## config.mk

```make
export PLATFORM = sky130hd
export DESIGN_NAME = truth_table_sweeper
export DESIGN_NICKNAME = d
export VERILOG_FILES = /design/src/rtl/truth_table_sweeper.sv
export SDC_FILE = /design/constraint.sdc
export NUM_CORES = 1
export LEC_CHECK = 0
export CAP_MARGIN = 20
export CORE_ASPECT_RATIO = 0.9
export CORE_MARGIN = 2
export CORE_UTILIZATION = 58
export DETAILED_ROUTE_END_ITERATION = 12
export PLACE_DENSITY = 0.85
export SLEW_MARGIN = 20
export SYNTH_ARGS = -nofsm -noshare
export SYNTH_HDL_FRONTEND = slang
export SYNTH_SLANG_ARGS = --single-unit
```

## constraint.sdc

```tcl
create_clock -name clk_i -period 4.5 [get_ports clk_i]
set_input_delay 0.9 -clock clk_i [delete_from_list [all_inputs] [get_ports clk_i]]
set_output_delay 0.9 -clock clk_i [all_outputs]
set_load 0.03 [all_outputs]
```

## src/rtl/truth_table_sweeper.sv

```systemverilog
// rtl/truth_table_sweeper.sv - sweeps a 4-input circuit through all patterns and checks its truth table
module truth_table_sweeper #(
  parameter logic [15:0] TRUTH_TABLE   = 16'hDA80,
  parameter int unsigned SETTLE_CYCLES = 4,
  parameter int unsigned SAMPLE_COUNT  = 3
) (
  input  logic        clk_i,
  input  logic        rst_i,
  input  logic        start_i,
  input  logic        abort_i,
  output logic        drv_in1_o,
  output logic        drv_in2_o,
  output logic        drv_in3_o,
  output logic        drv_in4_o,
  input  logic        dut_out_i,
  output logic        busy_o,
  output logic        done_o,
  output logic        pass_o,
  output logic [15:0] captured_o,
  output logic [15:0] mismatch_o,
  output logic [3:0]  first_fail_o,
  output logic        fail_valid_o
);

  localparam logic [2:0] S_IDLE   = 3'd0;
  localparam logic [2:0] S_APPLY  = 3'd1;
  localparam logic [2:0] S_SETTLE = 3'd2;
  localparam logic [2:0] S_SAMPLE = 3'd3;
  localparam logic [2:0] S_RECORD = 3'd4;
  localparam logic [2:0] S_DONE   = 3'd5;

  localparam logic [7:0] SETTLE_LAST = 8'(SETTLE_CYCLES - 1);
  localparam logic [7:0] SAMPLE_LAST = 8'(SAMPLE_COUNT - 1);
  localparam logic [3:0] HALF_COUNT  = 4'(SAMPLE_COUNT / 2);

  logic [2:0]  state_q, state_d;
  logic [3:0]  k_q, k_d;
  logic [7:0]  cnt_q, cnt_d;
  logic [3:0]  ones_q, ones_d;
  logic [3:0]  drv_q, drv_d;
  logic        sync1_q, sync2_q;
  logic [15:0] captured_q, captured_d;
  logic [15:0] mismatch_q, mismatch_d;
  logic [3:0]  first_fail_q, first_fail_d;
  logic        fail_valid_q, fail_valid_d;
  logic        pass_q, pass_d;

  logic vote;
  logic rec_mis;
  logic abortable;

  assign vote      = (ones_q > HALF_COUNT);
  assign rec_mis   = vote ^ TRUTH_TABLE[k_q];
  assign abortable = (state_q != S_IDLE) && (state_q != S_DONE);

  // Two-flop synchronizer for the asynchronous circuit output
  always_ff @(posedge clk_i) begin
    if (rst_i) begin
      sync1_q <= 1'b0;
      sync2_q <= 1'b0;
    end else begin
      sync1_q <= dut_out_i;
      sync2_q <= sync1_q;
    end
  end

  // Next-state logic: sequencing, voting and result recording
  always_comb begin
    state_d      = state_q;
    k_d          = k_q;
    cnt_d        = cnt_q;
    ones_d       = ones_q;
    drv_d        = drv_q;
    captured_d   = captured_q;
    mismatch_d   = mismatch_q;
    first_fail_d = first_fail_q;
    fail_valid_d = fail_valid_q;
    pass_d       = pass_q;

    if (abort_i && abortable) begin
      // Partial results are kept; the current pattern is not recorded.
      state_d = S_IDLE;
      drv_d   = 4'd0;
    end else begin
      case (state_q)
        S_IDLE: begin
          if (start_i) begin
            captured_d   = 16'd0;
            mismatch_d   = 16'd0;
            first_fail_d = 4'd0;
            fail_valid_d = 1'b0;
            pass_d       = 1'b0;
            k_d          = 4'd0;
            state_d      = S_APPLY;
          end
        end
        S_APPLY: begin
          drv_d   = k_q;
          cnt_d   = 8'd0;
          ones_d  = 4'd0;
          state_d = S_SETTLE;
        end
        S_SETTLE: begin
          if (cnt_q == SETTLE_LAST) begin
            cnt_d   = 8'd0;
            state_d = S_SAMPLE;
          end else begin
            cnt_d = cnt_q + 8'd1;
          end
        end
        S_SAMPLE: begin
          ones_d = ones_q + {3'd0, sync2_q};
          if (cnt_q == SAMPLE_LAST) begin
            state_d = S_RECORD;
          end else begin
            cnt_d = cnt_q + 8'd1;
          end
        end
        S_RECORD: begin
          captured_d[k_q] = vote;
          mismatch_d[k_q] = rec_mis;
          if (rec_mis && !fail_valid_q) begin
            first_fail_d = k_q;
            fail_valid_d = 1'b1;
          end
          if (k_q == 4'd15) begin
            // Computed here so pass is already valid during the done pulse.
            pass_d  = (mismatch_d == 16'd0);
            state_d = S_DONE;
          end else begin
            k_d     = k_q + 4'd1;
            state_d = S_APPLY;
          end
        end
        S_DONE: begin
          drv_d   = 4'd0;
          state_d = S_IDLE;
        end
        default: begin
          state_d = S_IDLE;
          drv_d   = 4'd0;
        end
      endcase
    end
  end

  // State and result registers
  always_ff @(posedge clk_i) begin
    if (rst_i) begin
      state_q      <= S_IDLE;
      k_q          <= 4'd0;
      cnt_q        <= 8'd0;
      ones_q       <= 4'd0;
      drv_q        <= 4'd0;
      captured_q   <= 16'd0;
      mismatch_q   <= 16'd0;
      first_fail_q <= 4'd0;
      fail_valid_q <= 1'b0;
      pass_q       <= 1'b0;
    end else begin
      state_q      <= state_d;
      k_q          <= k_d;
      cnt_q        <= cnt_d;
      ones_q       <= ones_d;
      drv_q        <= drv_d;
      captured_q   <= captured_d;
      mismatch_q   <= mismatch_d;
      first_fail_q <= first_fail_d;
      fail_valid_q <= fail_valid_d;
      pass_q       <= pass_d;
    end
  end

  assign drv_in1_o    = drv_q[3];
  assign drv_in2_o    = drv_q[2];
  assign drv_in3_o    = drv_q[1];
  assign drv_in4_o    = drv_q[0];
  assign busy_o       = (state_q != S_IDLE);
  assign done_o       = (state_q == S_DONE);
  assign pass_o       = pass_q;
  assign captured_o   = captured_q;
  assign mismatch_o   = mismatch_q;
  assign first_fail_o = first_fail_q;
  assign fail_valid_o = fail_valid_q;

endmodule
```

# Word-level counts from Yosys, hierarchy flattened
# Memories as Yosys holds them, arrays and structs flattened. A register that Yosys moved wholly into a read port is not among the register bits.
# Index checks and enable logic that the tools add are counted.
[op_classes]
bitwise = 2
magnitude_cmp = 3
addsub = 3
mux = 30
n_eq_ne = 16
reduce_logical = 20
[op_table]
columns = ["operator", "n"]
rows = [
  ["$pmux 16 s2", 2],
  ["$bwmux 16", 2],
  ["$pmux 4 s2", 4],
  ["$pmux 8 s3", 1],
  ["$mux 4", 5],
  ["$eq 8x2->1 const B", 2],
  ["$logic_not 16->1", 1],
  ["$mux 16", 1],
  ["$mux 8", 2],
  ["$pmux 3 s5", 1],
  ["$ne 2x2->1 const B", 7],
  ["$mux 3", 4],
  ["$reduce_and 4->1", 3],
  ["$reduce_and 3->1", 3],
  ["$add 8x1->8 const B", 1],
  ["$eq 3x2->1 const B", 2],
  ["$eq 3x3->1 const B", 2],
  ["$reduce_bool 3->1", 2],
  ["$lt 4x5->1 const B", 1],
  ["$mux 1", 5],
  ["$add 4x1->4", 1],
  ["$add 4x1->4 const B", 1],
  ["$demux 1 s4", 1],
  ["$eq 4x4->1 const B", 1],
  ["other kinds (14)", 19],
]
[totals]
word_cells = 87
mem_bits_ro = 16
out_inout_bits = 44
inputBits = 5
n_memories = 1
register_bits = 63
[mem_list]
columns = ["memory", "words", "width", "rd", "rd_ports_with_merged_regs", "wr", "line_no", "rtl"]
rows = [
  ["(no name shown)", 16, 1, 1, 1, 0, "53", "assign rec_mis = vote ^ TRUTH_TABLE[k_q];"],
]

# Depth between registers and ports, before layout
[depth]
word_depth = 8
mapped_depth = 8
ltp_nobuf = 7

# Least setup slack after synthesis
# OpenSTA, ideal clock, no wires.
[synth_timing]
kind = "input to register"
from = "in abort_i"
to = "reg (tool-made name)"
arrival_time_ps = 2269
path_stages = 7
required_ps = 4383
setup_ps = 117
slack_ps = 2114
path_buffers = 2
path_cell_list = "buf_2 -> or4b_1 -> buf_2 -> nor2_1 -> o22ai_1 -> xor2_1 -> a22o_1"
[synth_lines]
columns = ["item", "line_no", "rtl"]
rows = [
  ["start, declared", "10", "input logic abort_i,"],
]

# Worst setup path after layout
[layout_timing]
from = "in abort_i"
to = "reg mismatch_q[6], in the netlist mismatch_o[6]"
[layout_between]
elab_chain_len = 3
[layout_rtl]
columns = ["item", "line_no", "rtl"]
rows = [
  ["$logic_and 1x1->1", "80", "if (abort_i && abortable) begin"],
  ["$not 1->1 (no source line)", "-", ""],
  ["$reduce_and 3->1 (no source line)", "-", ""],
  ["end signal, assigned", "167", "mismatch_q <= mismatch_d;"],
  ["end, declared", "43", "logic [15:0] mismatch_q, mismatch_d;"],
]
# Every way passes these cells.
# A chain may end at the register's enable or synchronous reset.

==> results.env <==
RUN_STATUS='finished, final reports clean'
ROUTE.DETAILED.DRC=0
POSTCTSRESIZEDCELLS=0
SYNTH_TOP_FAMILY_BY_AREA='simple AND/OR/NAND/NOR gates'
DIE_WIDTH_UM=82.0
LAYOUTNONFILLERINSTCOUNT=496
SETUP_SLACK_PS=1420
GRT_USE_TOTAL_PCT=27.8
START_KIND='input pin'
ROUTE.VIAS.TOTAL=3065
IR_DROP_mV=0.234
CP_CELL_SEQUENCE='clkdlybuf4s50_1 > or4b_1 > nor2_2 > nand3_1 > a21oi_1'
TIMING.CRITICAL_PATH.SLOWEST_STAGE_CELL='or4b_1'
FMAX_GHz=0.324
POST_CTS.REPAIR.SETUP_BUFFERS=0
HTREE_LEVELS=3
CRITPATHTOPFAMILY='simple AND/OR/NAND/NOR gates'
SETUP_TOTAL_NEGATIVE_SLACK_PS=0
I_O_PINS=49
POST_SYNTH_XOR_AREA_FRACTION_PCT=3.35
MOST-COMMON-LAYOUT-CELLS='dfxtp_1, clkdlybuf4s50_1, a21oi_1, nor2_1'
DR_WL_MET3_UM=556
SYNTHESIZED_NETS=402
PERIOD_NEEDED_PS=3080
WORST-PATH-MAX-FANOUT=18
AREA_GROWTH_SYN_TO_LAYOUT_PCT=20.9
PLACE_WORST_SETUP_SLACK_PS=1110
DRT_FIRST_PASS_ITERS=5
DIE_AREA_UM2=6090
INITIAL_CORE_UTILIZATION_PCT=60.5
DOMINANTREGCELLSYNTH='dfxtp_1'
FINAL_COMMON_CELL='dfxtp_1'
WORSTPATHARRIVAL_PS=3360
POSTROUTEWIRELENGTH_UM=8070
OVERFLOW=0
CORE_REGION_AREA_UM2=5260
POST_SYNTH_INSTANCE_AREA_UM2=3180
WIRELENGTH_MET1_UM=3760
POST_SYNTHESIS_AVERAGE_CELL_AREA_UM2=8.17
SYNTHESIS.YOSYS.WARNINGS=0
POWER.STATIC_LEAKAGE_nW=1.32
SYNTHDOMINANTCELLAREASHARE_PCT=40.3
CP-END-KIND='flip-flop'
MUXSHAREOFSYNTHAREA_PCT=2.52
ANTENNA_FOUND_INITIAL=0
SYNTH_EDF_COUNT=0
LAYOUT-DRIVE-GT1-SHARE_PCT=6.53
SKEW_PS=7.84
TIMING_MAX_TRANSITION_VIOLATIONS_FINAL=0
DRT-VIAS-PER-INSTANCE=6.18
YS_TOP_CELLS_BY_AREA='dfxtp_1, a21oi_1, nor2_1, o21ai_0, nand3_1'
TOTAL_SETUP_VIOLATIONS_REPORTED_AT_THE_END_OF_THE_FLOW=0
FILLERS=412
CLOCK_TREE.BUFFER_DEPTH=2
SLEW-LIMIT-HEADROOM_PCT=43.2
GRT_FIRST_PASS_WIRELENGTH_UM=13000
COUNT_OF_HOLD_BUFFERS_INSERTED_BY_POST_CTS_REPAIR=0
ROUTED.TOP_LAYER='met4'
SYN-INSTANCE-COUNT=389
POSTLAYOUTCOREUTIL_PCT=73.1
YOSYSUNIQUECELLTYPES=54
GPL.FINAL_WEIGHTED_CONGESTION=0.881
TRITONCTS_CLOCK_TREE='built'
IO_BUFFERS=48
CHIPHEIGHT_UM=74.2
STANDARD_CELL_ROW_COUNT=25
AVGROUTEDWIREPERCELL_UM=16.3
CPPEAKSTAGEDELAY_PS=860
DR.FIRST_ITER.DRC_COUNT=331
FINALHOLDVIOLATIONS=0
CTS.CLK_SLEW.WORST_PATHS_PS=70
TIMING.HOLD.WORST.CLASS='reg2reg'
WORST_PIN_SLEW_PS=852
SYNTH_COMPOUND_GATE_AREA_SHARE_PCT=22.6
ADDER_AND_MAJORITY_GATE_PORTION_OF_THE_SYNTHESIZED_AREA_PCT=3.15
FFS_W_ASYNC_S_R_SYNTH_PCT=0
RSZ0062_AT_GRT='false'
TIMING.SETUP.CRITICAL_PATH_CLASS='in2reg'
POSTROUTEANTENNANETS=0
TIMING.FINAL.CRIT_SHARE_PCT=68.5
SYNTH_SEQ_CELLS=64
ANTENNA-DIODE-COUNT=0
DP_CELLS=480
VIA_COUNT_OF_THE_FIRST_GLOBAL_ROUTING_PASS=2745
SYNTH-SEQ-AREA-SHARE_PCT=40.3
WORSTPATHBUFFERINVERTERCOUNT=1
DETAILROUTE.WIRELENGTH.MET2_UM=3660
TRITONCTS_NUM_SINKS=64
PLACE.DETAILED.HPWL_UM=5380
CTS_ROOT_BUF='clkbuf_8'
SYNTH-SIMPLE-AREA-SHARE_PCT=23.1
SYNTH_AREA_LEADER_CELL='dfxtp_1'
GRT_START_MAX_NET_PINS=27
CAP_VIOL_MAX_COUNT=0
P_PER_AREA_nW_PER_UM2=294
WORST-ENDPOINT-REQUIRED_PS=4780
LAYOUT.NETS=437
CLOCK_INSERTION_DELAY_WORST_SKEW_PS=350
CTS_INSERTED_BUFFERS=9
==> state kept, by name (all words and copies together), names as in the netlist, named ones only <==
| signal | count |
|---|---|
| captured_o | 16 |
| mismatch_o | 16 |
| cnt_q | 8 |
| drv_q | 4 |
| first_fail_o | 4 |
| k_q | 4 |
| ones_q | 4 |
| state_q | 3 |
| fail_valid_o | 1 |
| pass_o | 1 |
| sync1_q | 1 |
| sync2_q | 1 |
==> metal layers <==
metal	track usage [%]	up-vias
li1	-	1470
met1	39.0	1439
met2	41.0	142
met3	8.01	14
met4	10.2	0
met5	0	-
==> synth_stat cells, types with 2 or more instances <==
cell type  number
and3_1          7
a21oi_1        42
o21ba_2         2
buf_1           3
nor2_1         41
o22a_1          4
nand4_1         2
a22o_1          5
nand2b_1        3
nand2_1        20
or2_2           2
dfxtp_1        64
or3_1           2
xnor2_1         6
nand3b_1        3
and2_1          2
clkbuf_1       20
nor2b_1        11
a311oi_1        4
o21bai_1        2
mux2i_1         8
nand3_1        23
a22oi_1         5
or4_1           2
ha_1            8
o21a_1          2
inv_1          11
o22ai_1         3
nor3_1         20
o211ai_1        2
a31oi_1         7
o21ai_0        24
buf_2           6
xor2_1          3
==> through the flow <==
| step | total power [mW] | cell area [um2] | hold WS (ps) |
|---|---|---|---|
| 6_report | 1.13 | 3840 | 442 |
| 5_1_grt | 1.17 | 3840 | 469 |
| 4_1_cts | 1.13 | 3840 | 445 |
| 3_5_place_dp | 0.671 | 3660 | 430 |
| 3_3_place_gp | 0.670 | 3660 | 420 |
| 2_1_floorplan | 0.648 | 3180 | 414 |
==> area by class of cell <==
type                    count  area [um2]  area share [%]
multi-input cells         285        1740            45.2
flip-flops and latches     64        1280            33.3
repair buffers             53         518            13.5
clock buffers              12         135            3.52
well taps                  67        83.8            2.18
clock inverters             4        45.0            1.17
inverters                  11        41.3            1.07
==> power by group <==
| group | leakage [nW] | internal (mW) | switching [mW] | total, mW |
|---|---|---|---|---|
| combinational | 0.714 | 0.0261 | 0.0537 | 0.0798 |
| clock | 0.0941 | 0.254 | 0.217 | 0.471 |
| sequential | 0.516 | 0.571 | 0.0105 | 0.581 |
==> final timing paths <==
path	from	to	slack [ps]	depth (start not counted)
max	abort_i	mismatch_o[6]	1420	5
min	sync1_q	sync2_q	440	1
max reg2reg	state_q[2]	mismatch_o[15]	1860	5
min reg2reg	sync1_q	sync2_q	440	1
==> logic make-up (layout without fill, tap and decap cells) <==
logic type               Yosys count  count (layout)
buffers and inverters             40              80
AO/OA/AOI/OAI                    113             113
multiplexers                       8               8
adder cells (fa/ha/maj)            8               8
XOR/XNOR                          10              10
flip-flops                        64              64
AND/OR/NAND/NOR                  146             146
No activity file was read; power rests on OpenSTA's default activity.
